[src/rtl/lbp_fetch_ctrl_if.sv]
// Bus between the LBP fetch sequencer, the host gray memory and the LBP datapath stage.
// Handshake: gray_req_o is a one-cycle read strobe with no back-pressure; gray_data_i answers in the following cycle.
interface lbp_fetch_ctrl_if #(
  parameter int ADDR_W = 14
);
  logic              gray_ready_i;
  logic              gray_req_o;
  logic [ADDR_W-1:0] gray_addr_o;
  logic [7:0]        gray_data_i;
  logic [7:0]        graydata_o;
  logic [3:0]        cnt_o;
  logic              white_o;
  logic [ADDR_W-1:0] addr_o;
  logic              lbp_valid_o;
  logic              finish_o;
  logic [1:0]        dbg_state_o;

  modport master (
    input  gray_ready_i, gray_data_i,
    output gray_req_o, gray_addr_o, graydata_o, cnt_o, white_o, addr_o,
           lbp_valid_o, finish_o, dbg_state_o
  );

  modport slave (
    output gray_ready_i, gray_data_i,
    input  gray_req_o, gray_addr_o, graydata_o, cnt_o, white_o, addr_o,
           lbp_valid_o, finish_o, dbg_state_o
  );
endinterface

[src/rtl/lbp_fetch_ctrl.sv]
// Raster-order fetch sequencer for the LBP stage: issues centre + 8 neighbour reads per interior
// pixel, one dummy slot per border pixel, and aligns step/border/address tags with returned data.
module lbp_fetch_ctrl #(
  parameter int IMG_W  = 128,
  parameter int ADDR_W = 14
) (
  input  logic             clk,
  input  logic             rst,
  lbp_fetch_ctrl_if.master bus
);
  localparam int                COL_W = ADDR_W / 2;
  localparam logic [COL_W-1:0]  EDGE  = COL_W'(IMG_W - 1);
  localparam logic [ADDR_W-1:0] ROW   = ADDR_W'(IMG_W);
  localparam logic [ADDR_W-1:0] ONE   = ADDR_W'(1);

  typedef enum logic [1:0] {
    IDLE = 2'd0,
    RUN  = 2'd1,
    DONE = 2'd2
  } state_e;

  state_e state_q, state_d;
  logic [ADDR_W:0]   pix_q, pix_d;
  logic [3:0]        step_q, step_d;

  // Issue stage: what is on the memory bus this cycle, plus the tags travelling with it.
  logic              req_q, req_d;
  logic [ADDR_W-1:0] gaddr_q, gaddr_d;
  logic              iss_vld_q, iss_vld_d;
  logic [3:0]        iss_cnt_q, iss_cnt_d;
  logic              iss_white_q, iss_white_d;
  logic [ADDR_W-1:0] iss_pix_q, iss_pix_d;
  logic              iss_last_q, iss_last_d;
  logic              iss_final_q, iss_final_d;

  // Presentation stage: aligned with gray_data_i returning from memory.
  logic [3:0]        cnt_q, cnt_d;
  logic              white_q, white_d;
  logic [ADDR_W-1:0] addr_q, addr_d;
  logic              pre_last_q, pre_last_d;
  logic              pre_final_q, pre_final_d;
  logic              lbp_valid_q, lbp_valid_d;
  logic              val_final_q, val_final_d;
  logic              finish_q, finish_d;

  logic              issue;
  logic [ADDR_W-1:0] cur_pix;
  logic [COL_W-1:0]  row, col;
  logic              border;
  logic              slot_last;
  logic [ADDR_W-1:0] nb_addr;

  always_comb begin
    cur_pix   = pix_q[ADDR_W-1:0];
    row       = cur_pix[ADDR_W-1:COL_W];
    col       = cur_pix[COL_W-1:0];
    border    = (row == '0) || (row == EDGE) || (col == '0) || (col == EDGE);
    slot_last = border || (step_q == 4'd8);
    // pix_q is always 0 in IDLE, so the first slot can issue on the same edge that leaves IDLE.
    issue     = ((state_q == IDLE) && bus.gray_ready_i) ||
                ((state_q == RUN) && !pix_q[ADDR_W]);

    case (step_q)
      4'd0:    nb_addr = cur_pix;
      4'd1:    nb_addr = cur_pix - ROW - ONE;
      4'd2:    nb_addr = cur_pix - ROW;
      4'd3:    nb_addr = cur_pix - ROW + ONE;
      4'd4:    nb_addr = cur_pix - ONE;
      4'd5:    nb_addr = cur_pix + ONE;
      4'd6:    nb_addr = cur_pix + ROW - ONE;
      4'd7:    nb_addr = cur_pix + ROW;
      default: nb_addr = cur_pix + ROW + ONE;
    endcase
  end

  always_comb begin
    state_d     = state_q;
    pix_d       = pix_q;
    step_d      = step_q;
    req_d       = 1'b0;
    gaddr_d     = gaddr_q;
    iss_vld_d   = 1'b0;
    iss_cnt_d   = 4'd0;
    iss_white_d = 1'b0;
    iss_pix_d   = iss_pix_q;
    iss_last_d  = 1'b0;
    iss_final_d = 1'b0;

    if (issue) begin
      req_d       = !border;
      iss_vld_d   = 1'b1;
      iss_cnt_d   = border ? 4'd0 : step_q;
      iss_white_d = border;
      iss_pix_d   = cur_pix;
      iss_last_d  = slot_last;
      iss_final_d = slot_last && (cur_pix == {ADDR_W{1'b1}});
      if (!border) gaddr_d = nb_addr;
      if (slot_last) begin
        pix_d  = pix_q + (ADDR_W+1)'(1);
        step_d = 4'd0;
      end else begin
        step_d = step_q + 4'd1;
      end
    end

    cnt_d       = iss_cnt_q;
    white_d     = iss_white_q;
    addr_d      = iss_vld_q ? iss_pix_q : addr_q;
    pre_last_d  = iss_last_q;
    pre_final_d = iss_final_q;
    lbp_valid_d = pre_last_q;
    val_final_d = pre_final_q;
    finish_d    = finish_q || (lbp_valid_q && val_final_q);

    case (state_q)
      IDLE:    if (bus.gray_ready_i) state_d = RUN;
      RUN:     if (lbp_valid_q && val_final_q) state_d = DONE;
      default: state_d = DONE;
    endcase
  end

  always_ff @(posedge clk or negedge rst) begin
    if (!rst) begin
      state_q     <= IDLE;
      pix_q       <= '0;
      step_q      <= 4'd0;
      req_q       <= 1'b0;
      gaddr_q     <= '0;
      iss_vld_q   <= 1'b0;
      iss_cnt_q   <= 4'd0;
      iss_white_q <= 1'b0;
      iss_pix_q   <= '0;
      iss_last_q  <= 1'b0;
      iss_final_q <= 1'b0;
      cnt_q       <= 4'd0;
      white_q     <= 1'b0;
      addr_q      <= '0;
      pre_last_q  <= 1'b0;
      pre_final_q <= 1'b0;
      lbp_valid_q <= 1'b0;
      val_final_q <= 1'b0;
      finish_q    <= 1'b0;
    end else begin
      state_q     <= state_d;
      pix_q       <= pix_d;
      step_q      <= step_d;
      req_q       <= req_d;
      gaddr_q     <= gaddr_d;
      iss_vld_q   <= iss_vld_d;
      iss_cnt_q   <= iss_cnt_d;
      iss_white_q <= iss_white_d;
      iss_pix_q   <= iss_pix_d;
      iss_last_q  <= iss_last_d;
      iss_final_q <= iss_final_d;
      cnt_q       <= cnt_d;
      white_q     <= white_d;
      addr_q      <= addr_d;
      pre_last_q  <= pre_last_d;
      pre_final_q <= pre_final_d;
      lbp_valid_q <= lbp_valid_d;
      val_final_q <= val_final_d;
      finish_q    <= finish_d;
    end
  end

  assign bus.gray_req_o  = req_q;
  assign bus.gray_addr_o = gaddr_q;
  assign bus.graydata_o  = bus.gray_data_i;
  assign bus.cnt_o       = cnt_q;
  assign bus.white_o     = white_q;
  assign bus.addr_o      = addr_q;
  assign bus.lbp_valid_o = lbp_valid_q;
  assign bus.finish_o    = finish_q;
  assign bus.dbg_state_o = state_q;

endmodule

[src/flat_wrapper.sv]
// flat-port wrapper written by rule: the top's interface ports become plain ports
module lbp_fetch_ctrl_flat 
#(
  parameter int IMG_W  = 128,
  parameter int ADDR_W = 14
)
  (clk, rst, bus_gray_ready_i, bus_gray_data_i, bus_gray_req_o, bus_gray_addr_o, bus_graydata_o, bus_cnt_o, bus_white_o, bus_addr_o, bus_lbp_valid_o, bus_finish_o, bus_dbg_state_o);
  lbp_fetch_ctrl_if #(.ADDR_W(ADDR_W)) bus_i ();
  input  logic clk;
  input  logic rst;
  input wire logic [$bits(bus_i.gray_ready_i)-1:0] bus_gray_ready_i;
  input wire logic [$bits(bus_i.gray_data_i)-1:0] bus_gray_data_i;
  output wire logic [$bits(bus_i.gray_req_o)-1:0] bus_gray_req_o;
  output wire logic [$bits(bus_i.gray_addr_o)-1:0] bus_gray_addr_o;
  output wire logic [$bits(bus_i.graydata_o)-1:0] bus_graydata_o;
  output wire logic [$bits(bus_i.cnt_o)-1:0] bus_cnt_o;
  output wire logic [$bits(bus_i.white_o)-1:0] bus_white_o;
  output wire logic [$bits(bus_i.addr_o)-1:0] bus_addr_o;
  output wire logic [$bits(bus_i.lbp_valid_o)-1:0] bus_lbp_valid_o;
  output wire logic [$bits(bus_i.finish_o)-1:0] bus_finish_o;
  output wire logic [$bits(bus_i.dbg_state_o)-1:0] bus_dbg_state_o;
  assign bus_i.gray_ready_i = bus_gray_ready_i;
  assign bus_i.gray_data_i = bus_gray_data_i;
  assign bus_gray_req_o = bus_i.gray_req_o;
  assign bus_gray_addr_o = bus_i.gray_addr_o;
  assign bus_graydata_o = bus_i.graydata_o;
  assign bus_cnt_o = bus_i.cnt_o;
  assign bus_white_o = bus_i.white_o;
  assign bus_addr_o = bus_i.addr_o;
  assign bus_lbp_valid_o = bus_i.lbp_valid_o;
  assign bus_finish_o = bus_i.finish_o;
  assign bus_dbg_state_o = bus_i.dbg_state_o;
  lbp_fetch_ctrl #(.IMG_W(IMG_W), .ADDR_W(ADDR_W)) u_core (.clk(clk), .rst(rst), .bus(bus_i));
endmodule
[config.mk]
export PLATFORM = sky130hd
export DESIGN_NAME = lbp_fetch_ctrl_flat
export DESIGN_NICKNAME = d
export VERILOG_FILES = /design/src/rtl/lbp_fetch_ctrl_if.sv /design/src/rtl/lbp_fetch_ctrl.sv /design/src/flat_wrapper.sv
export SDC_FILE = /design/constraint.sdc
export NUM_CORES = 1
export LEC_CHECK = 0
export CAP_MARGIN = 20
export CORE_MARGIN = 3
export CORE_UTILIZATION = 61
export CTS_CLUSTER_DIAMETER = 40
export DETAILED_ROUTE_END_ITERATION = 12
export PLACE_DENSITY = 0.81
export SLEW_MARGIN = 0
export SYNTH_ARGS = -nofsm -noshare
export SYNTH_HDL_FRONTEND = slang
export SYNTH_SLANG_ARGS = --single-unit
[constraint.sdc]
create_clock -name clk -period 6.4 [get_ports clk]
set_input_delay 1.28 -clock clk [delete_from_list [all_inputs] [get_ports clk]]
set_output_delay 1.28 -clock clk [all_outputs]
set_load 0.02 [all_outputs]
==> impl_metrics.tcl, run 1 <==
set metrics [dict create \
    globalRoute.totalOverflow 0 \
    rsz0062_at_grt "false" \
    critPathMaxStageDelay_ns 0.57 \
    grt_pass1_wl_mm 22.99 \
    synth-seq-area-share_pct 37.81 \
    worst-setup-path-type "in2reg" \
    initial_core_util_pct 64.42 \
    io_pins 57 \
    grt_busiest_layer "met2" \
    ys_seq_elements 82 \
    areaGrowthSynthToFinish_pct 10.33 \
    ys_dominant_reg_cell "dfrtp_1" \
    tns_ns 0 \
    tightest_slew_ns 1.161 \
    drive_gt1_share_pct 10.08 \
    start_kind "input pin" \
    antenna_found_initial 0 \
    final_core_util_pct 71.08 \
    report.final.slew_viol_count 0 \
    cpMaxStageDelayCell "inv_1" \
    core_sq_um 8423 \
    htreeDepth 3 \
    period_share_pct 60.15 \
    worstPathMaxFanout 30 \
    route.antenna.remaining_nets 0 \
    cts_setup_buffers 0 \
    vias_per_cell 6.568 \
    cts_root_buffer "clkbuf_8" \
    cts_hold_buf 0 \
    grt_pass1_vias 4571 \
    dpl.hpwl_mm 9.628 \
    syn_inst 591 \
    netlist_area_sq_um 5426 \
    period_needed_ns 3.850 \
    vias 4663 \
    ys_async_sr_fraction_pct 100.0 \
    grt_max_degree 83 \
    syn-num-nets 624 \
    hold_violations 0 \
    dieArea_sq_um 10060 \
    dieWidth_microns 100.3 \
    met2_usage_pct 44.50 \
    relSlewSlack_pct 22.63 \
    grt_util_all_layers_pct 28.51 \
    wirelength_mm 13.83 \
    dr.pass1.iters 6 \
    io_buffers 40 \
    arrival_ns 4.07 \
    crit_path_end_kind "register" \
    required_ns 6.62 \
    gp_congestion 1.014 \
    fin_nets 633 \
    ys_warn_count 0 \
    power_leakage_nw 2.690 \
    die_h_microns 100.3 \
    drc 0 \
    antennaDiodeCount 0 \
    status "finished clean" \
    synth_edf_count 0 \
    ys_types 82 \
    drtIter0Drc 515 \
    wl_per_cell_microns 19.47 \
    clkSinkCount 82 \
    fmax_mhz 259.8 \
    fin_cells 710 \
    cts_resized 0 \
    cap_viol_max_count 0 \
    cts.reportedPaths.clkPinSlew_ns 0.10 \
    hold_path_class "reg2reg" \
    finClkSkew_ns 0.01543 \
    cts_buffers 9 \
    synth.avg_cell_area_sq_um 9.182 \
    power.density_nw_per_um2 405.1 \
    cts_buffer_depth 2 \
    clkLatencyLatePin_ns 0.36 \
    row_count 33 \
    cts_tree "yes" \
    met3_usage_pct 4.656 \
    cpMostUsedCell "inv_1" \
    setup_violations 0 \
    dp.cells 693 \
    grtUsageMet1_pct 40.35 \
    path_cells "clkdlybuf4s50_1 -> nand2b_1 -> a21o_1 -> buf_4 -> inv_1 -> nand2_2 -> inv_1 -> o211ai_1 -> nor3_1 -> a221oi_2" \
    peakVddDrop_v 0.0002415 \
]
-- layout by cell type, fill, tap and decap left out, types with 3 or more instances in the layout --
cell type and count:
a2111oi_0 3, a211oi_1 5, a21boi_0 3, a21o_1 8, a21oi_1 29, a221oi_1 8, a22oi_1 3, a31oi_1 9
and2_1 9, and3_1 6, and3b_1 4, buf_4 3, bufinv_16 3, clkbuf_8 9, clkdlybuf4s50_1 39, dfrtp_1 82
ha_1 21, inv_1 17, mux2_2 16, mux2i_1 8, nand2_1 64, nand2b_1 5, nand3_1 18, nand4_1 4
nor2_1 41, nor2b_1 5, nor3_1 24, o211ai_1 3, o21a_1 4, o21ai_0 32, o31ai_1 8, or2_2 3
or3_1 7, or4_1 3, xnor2_1 27, xor2_1 9
-- area by class of cell --
class,instances,area (sq um)
multi-input combinational,446,3042
fill,652,2436
sequential,82,2052
timing repair buffer,43,440.4
tap,105,131.4
clock inverter,7,130.1
clock buffer,9,123.9
inverter,18,67.56
-- kinds of logic after synthesis --
logic type      count (synthesis)  share of synthesized area [%]
buf+inv                        63                          6.133
flops                          82                          37.81
simple gates                  216                          20.98
compound gates                148                          19.25
fa+ha+maj                      22                          5.211
xor+xnor                       36                          5.811
mux                            24                          4.796
-- per-layer routing --
layer | share of wire (%) | vias up
met5 | 0 | -
met2 | 47 | 232
met3 | 7.6 | 42
met1 | 43 | 2253
met4 | 2.5 | 0
li1 | - | 2136
-- where the power goes --
group	internal (mW)	total, mW	switching (mW)
sequential	0.650	0.784	0.134
combinational	0.480	1.16	0.684
clock	0.268	0.477	0.209
total	1.40	2.43	1.03
-- cell usage after synthesis, types with 4 or more instances --
master     n  share of area (%)
ha_1      21                4.8
nor2_1    41                2.8
nor2b_1    5               0.58
buf_4     10                1.4
buf_2     12                1.1
xnor2_1   27                4.4
o21a_1     4               0.55
or3_1      7               0.81
inv_1     17                1.2
clkbuf_1  17                1.2
a221oi_1   8                1.3
nand4_1    4               0.46
o31ai_1    8                1.1
and3_1     6               0.69
mux2i_1    8                1.5
xor2_1     9                1.5
and3b_1    4               0.65
and2_1     9                1.0
nand3_1   18                1.7
nand2_1   64                4.4
a21o_1     8                1.1
a31oi_1    9                1.0
o21ai_0   32                3.0
nor3_1    24                2.2
a211oi_1   5               0.69
mux2_2    16                3.3
nand2b_1   5               0.58
a21oi_1   29                2.7
dfrtp_1   82                 38
-- critical path: cells and delay by family --
| kind | cells | cell delay, ns |
|---|---|---|
| compound gates | 3 | 0.44 |
| buf+inv | 4 | 1.66 |
| simple gates | 3 | 0.68 |
-- per-stage QoR --
stage	setup WS [ns]	hold WS [ns]	power (mW)	cell area, sq um
floorplan	3.535	0.3312	1.593	5426
global placement	2.306	0.3326	1.897	5705
detailed placement	2.224	0.3379	1.925	5705
CTS	2.570	0.3514	2.408	5959
global route	2.325	0.3514	2.568	5987
finish	2.550	0.3498	2.425	5987
-- final timing paths --
path / start / end / slack [ns] / depth (start not counted)
setup reg to reg: u_core.pix_q[7] / u_core.bus.gray_addr_o[10] / 2.80 / 10
max in group asynchronous: rst / u_core.iss_pix_q[4] / 4.98 / 2
hold reg to reg: u_core.lbp_valid_d / u_core.bus.lbp_valid_o / 0.35 / 0
setup / recovery: bus_gray_ready_i / u_core.bus.gray_addr_o[10] / 2.55 / 10
min in group asynchronous: rst / u_core.val_final_q / 0.84 / 1
hold / removal: u_core.lbp_valid_d / u_core.bus.lbp_valid_o / 0.35 / 0
-- state kept, by name, summed over array words and instances (netlist names), 2 cells and up --
signal / flops
u_core.bus.cnt_o: 4
u_core.iss_pix_q: 14
u_core.bus.dbg_state_o: 2
u_core.pix_q: 15
u_core.bus.gray_addr_o: 14
u_core.step_q: 4
u_core.cnt_d: 4
u_core.bus.addr_o: 14
Power figures use the tool's default switching activity.
==> run 2, diff against run 1 <==
--- a/config.mk
+++ b/config.mk
@@ -7,10 +7,10 @@
 export LEC_CHECK = 0
 export CAP_MARGIN = 20
 export CORE_MARGIN = 3
-export CORE_UTILIZATION = 61
+export CORE_UTILIZATION = 58
 export CTS_CLUSTER_DIAMETER = 40
 export DETAILED_ROUTE_END_ITERATION = 12
-export PLACE_DENSITY = 0.81
+export PLACE_DENSITY = 0.77
 export SLEW_MARGIN = 0
 export SYNTH_ARGS = -nofsm -noshare
 export SYNTH_HDL_FRONTEND = slang
==> constraint.sdc (replaced) <==
create_clock -name clk -period 4 [get_ports clk]
set_input_delay 0.8 -clock clk [delete_from_list [all_inputs] [get_ports clk]]
set_output_delay 0.8 -clock clk [all_outputs]
set_load 0.02 [all_outputs]
==> impl_metrics.tcl, run 2 (synthesis gave the netlist of run 1 again) <==
set metrics [dict create \
    vias_per_cell 6.547 \
    wl_per_cell_microns 19.51 \
    critPathBufInv 2 \
    cts_setup_buffers 0 \
    cts_tree "yes" \
    finClkSkew_ns 0.01831 \
    tightest_slew_ns 0.8587 \
    r2r-end "u_core.bus.gray_addr_o[8]" \
    die_h_microns 102.7 \
    initial_core_util_pct 61.03 \
    io_buffers 40 \
    dp_slack_ns 0.7184 \
    drtIter0Drc 523 \
    final_common_cell "dfrtp_1" \
    cts_hold_buf 0 \
    layout_common_cells "dfrtp_1 (82), nand2_1 (64), nor2_1 (41)" \
    setup_violations 0 \
    areaGrowthSynthToFinish_pct 10.21 \
    power_leakage_nw 2.685 \
    grt_pass1_vias 4327 \
    cts_buffers 9 \
    drc 0 \
    antennaDiodeCount 0 \
    grt_pass1_wl_mm 22.49 \
    cap_viol_max_count 0 \
    tns_ns 0 \
    route.antenna.remaining_nets 0 \
    largest_reg_flops 15 \
    row_count 34 \
    clkLatencyLatePin_ns 0.37 \
    cpMaxStageDelayCell "or3b_2" \
    top_register "u_core.pix_q" \
    rrSetupSlack_ns 0.60 \
    start_kind "register" \
    globalRoute.totalOverflow 0 \
    io_pins 57 \
    dieArea_sq_um 10550 \
    rsz0062_at_grt "false" \
    grt_max_degree 83 \
    path_delay_family "compound AO/OA/AOI/OAI gates" \
    vias 4714 \
    dieWidth_microns 102.7 \
    period_share_pct 85.05 \
    drive_gt1_share_pct 11.11 \
    period_needed_ns 3.402 \
    cts_root_buffer "clkbuf_8" \
    status "finished clean" \
    cts_resized 0 \
    gp_congestion 0.9915 \
    r2r_start "u_core.step_q[0]" \
    antenna_found_initial 0 \
    peakVddDrop_v 0.0004438 \
    reg2reg_depth 11 \
    critPathMaxStageDelay_ns 0.46 \
    relSlewSlack_pct 42.28 \
    fin_nets 640 \
    path_cells "inv_1 -> ha_1 -> nand3b_1 -> inv_1 -> ha_1 -> nor2b_1 -> o31ai_1 -> a21oi_1 -> o21ai_0 -> or3b_2 -> a41oi_1" \
    clkSinkCount 82 \
    core_sq_um 8891 \
    htreeDepth 3 \
    required_ns 4.29 \
    crit_start "u_core.step_q[0]" \
    hold_path_class "in2async" \
    arrival_ns 3.69 \
    crit_path_end_kind "register" \
    fmax_mhz 293.9 \
    dpl.hpwl_mm 9.881 \
    power.density_nw_per_um2 632.2 \
    wirelength_mm 14.05 \
    cts_buffer_depth 2 \
    worstPathMaxFanout 12 \
    report.final.slew_viol_count 0 \
    grt_util_all_layers_pct 27.30 \
    cts.reportedPaths.clkPinSlew_ns 0.10 \
    final.setup.worst_slack_ns 0.5979 \
    worst-setup-path-type "reg2reg" \
    hold_violations 0 \
    dr.pass1.iters 6 \
]
## run 2: cell count changes in the layout (fill, tap and decap cells not counted), sizes merged
cell      change
buf           +6
clkinvlp      +3
clkbuf        +1
bufinv        -3
## run 2: worst max path at each step
stage	cells after the start	endpoint	slack, ns
after global routing	11	u_core.bus.gray_addr_o[8]	0.31
after detailed placement	11	u_core.bus.gray_addr_o[8]	0.72
after CTS	11	u_core.bus.gray_addr_o[8]	0.67
after floorplan	11	u_core.bus.gray_addr_o[8]	1.14
final	11	u_core.bus.gray_addr_o[8]	0.60
after global placement	11	u_core.bus.gray_addr_o[8]	0.81
## run 2: area by class of cell
cell class	count	area, sq um
multi-input cells	446	3042
flip-flops and latches	82	2052
clock inverters	7	67.56
well taps	108	135.1
fillers	731	2910
inverters	18	67.56
repair buffers	50	493.0
clock buffers	9	123.9
## run 2: through the flow
stage / cells / utilization (%) / area (sq um) / hold WS [ns] / total power, mW
finish: 720 / 67.27 / 5981 / 0.2496 / 3.781
global route: 720 / 67.27 / 5981 / 0.2426 / 4.011
CTS: 718 / 66.87 / 5946 / 0.3501 / 3.752
detailed placement: 702 / 64.72 / 5754 / 0.3347 / 3.147
global placement: 702 / 64.72 / 5754 / 0.3331 / 3.099
floorplan: 591 / - / 5426 / 0.3312 / 2.549
## run 2: layer usage
| metal | vias to the layer above | track usage [%] | share of wire, % |
|---|---|---|---|
| li1 | 2147 | - | - |
| met1 | 2244 | 39.11 | 44 |
| met2 | 270 | 41.46 | 45 |
| met3 | 53 | 5.819 | 8.2 |
| met4 | 0 | 8.678 | 2.8 |
| met5 | - | 0 | 0 |
## run 2: power breakdown
part	switching, mW	leakage (nW)	internal [mW]
logic	1.16	1.54	0.796
registers	0.187	1.06	1.04
clock network	0.352	0.0893	0.242
==> run 3, diff against run 2 <==
--- a/config.mk
+++ b/config.mk
@@ -6,8 +6,10 @@
 export NUM_CORES = 1
 export LEC_CHECK = 0
 export CAP_MARGIN = 20
+export CELL_PAD_IN_SITES_DETAIL_PLACEMENT = 1
+export CELL_PAD_IN_SITES_GLOBAL_PLACEMENT = 2
 export CORE_MARGIN = 3
-export CORE_UTILIZATION = 58
+export CORE_UTILIZATION = 36
 export CTS_CLUSTER_DIAMETER = 40
 export DETAILED_ROUTE_END_ITERATION = 12
 export PLACE_DENSITY = 0.77
==> impl_metrics.tcl, run 3 (synthesis gave the netlist of run 1 again) <==
set metrics [dict create \
    path_delay_family "compound AO/OA/AOI/OAI gates" \
    top_register "u_core.pix_q" \
    worst-setup-path-type "reg2reg" \
    required_ns 4.25 \
    power.density_nw_per_um2 657.2 \
    wl_per_cell_microns 20.77 \
    finClkSkew_ns 0.006007 \
    hold_path_class "in2async" \
    grt_max_degree 83 \
    grt_pass1_vias 4819 \
    io_pins 57 \
    dieArea_sq_um 16580 \
    start_kind "register" \
    clkLatencyLatePin_ns 0.34 \
    rsz0062_at_grt "false" \
    vias_per_cell 5.807 \
    fin_nets 647 \
    tns_ns 0 \
    cts_buffer_depth 2 \
    drive_gt1_share_pct 11.95 \
    antenna_found_initial 0 \
    relSlewSlack_pct 41.60 \
    row_count 44 \
    clkSinkCount 82 \
    status "finished clean" \
    fin_cells 803 \
    core_sq_um 14640 \
    power_leakage_nw 2.783 \
    peakVddDrop_v 0.0002646 \
    tightest_slew_ns 0.8688 \
    cts_resized 0 \
    setup_violations 0 \
    hold_violations 0 \
    cpMaxStageDelayCell "or3b_2" \
    crit_path_end_kind "register" \
    final_core_util_pct 42.62 \
    path_cells "inv_1 -> ha_1 -> nand3b_1 -> inv_1 -> ha_1 -> nor2b_1 -> o31ai_1 -> a21oi_1 -> o21ai_0 -> or3b_2 -> a41oi_1" \
    drc 0 \
    finalPower_mw 4.102 \
    period_share_pct 86.91 \
    report.final.slew_viol_count 0 \
    fmax_mhz 287.7 \
    critPathBufInv 2 \
    globalRoute.totalOverflow 0 \
    cts_hold_buf 0 \
    route.antenna.remaining_nets 0 \
    arrival_ns 3.73 \
    htreeDepth 3 \
    worstPathMaxFanout 12 \
    grt_pass1_wl_mm 26.97 \
    grt_util_all_layers_pct 20.72 \
    areaGrowthSynthToFinish_pct 15.01 \
    final_common_cell "dfrtp_1" \
    cts_buffers 9 \
    largest_reg_flops 15 \
    gp_congestion 0.8500 \
    wirelength_mm 16.68 \
    cts_setup_buffers 0 \
    dieWidth_microns 128.8 \
    dp.cells 786 \
    hold_slack_ns 0.2937 \
    antennaDiodeCount 0 \
    cts_root_buffer "clkbuf_16" \
    initial_core_util_pct 37.06 \
    cts.reportedPaths.clkPinSlew_ns 0.06 \
    io_buffers 40 \
    cap_viol_max_count 0 \
    critPathMaxStageDelay_ns 0.47 \
    layout_common_cells "dfrtp_1 (82), nand2_1 (64), nor2_1 (41)" \
    die_h_microns 128.8 \
    cts_tree "yes" \
    dr.pass1.iters 6 \
    period_needed_ns 3.476 \
    vias 4663 \
    dpl.hpwl_mm 11.87 \
    drtIter0Drc 279 \
]
## run 3: cell count changes in the layout (fill, tap and decap cells not counted), sizes merged
cell,change
clkinvlp,-3
inv,-3
buf,+8
bufinv,+1
clkbuf,+1
clkinv,+3
## run 3: report_power, final
part           switching [mW]  total (mW)  internal, mW
Combinational            1.23        2.04         0.808
Sequential              0.176        1.22          1.04
Clock                   0.344       0.848         0.504
## run 3: path summary, 6_finish.rpt
path / from / to / slack (ns) / cells past startpoint
min reg2reg: u_core.cnt_d[2] / u_core.bus.cnt_o[2] / 0.35 / 0
min: rst / u_core.pre_final_q / 0.29 / 1
max reg2reg: u_core.step_q[0] / u_core.bus.gray_addr_o[8] / 0.52 / 11
min in group clk: u_core.cnt_d[2] / u_core.bus.cnt_o[2] / 0.35 / 0
max: u_core.step_q[0] / u_core.bus.gray_addr_o[8] / 0.52 / 11
max in group asynchronous: rst / u_core.bus.cnt_o[0] / 3.10 / 2
## run 3: cell type report
cell class	count	area, sq um
Multi-Input combinational cell	446	3042
Clock inverter	5	61.31
Timing Repair Buffer	57	545.5
Clock buffer	11	242.7
Inverter	18	67.56
Fill cell	1649	8403
Tap cell	184	230.2
Sequential cell	82	2052
## run 3: metrics by stage
step	worst slack (ns)	instance area, sq um
2_1_floorplan	1.135	5426
3_3_place_gp	0.6921	5909
3_5_place_dp	0.5238	5909
4_1_cts	0.4958	6213
5_1_grt	0.2728	6241
6_report	0.5238	6241
## run 3: worst register-to-register path: stages, from the launching register on
cell and delay, ns:
dfrtp_1 0.43, inv_1 0.13, ha_1 0.24, nand3b_1 0.21
inv_1 0.38, ha_1 0.35, nor2b_1 0.17, o31ai_1 0.46
a21oi_1 0.15, o21ai_0 0.17, or3b_2 0.47, a41oi_1 0.21
## run 3: layer usage
metal	GRT usage (%)	up-vias	part of all wire [%]
met3	3.528	23	4.1
met4	5.188	0	1.4
li1	-	2172	-
met5	0	-	0
met2	34.94	91	48
met1	27.74	2377	47
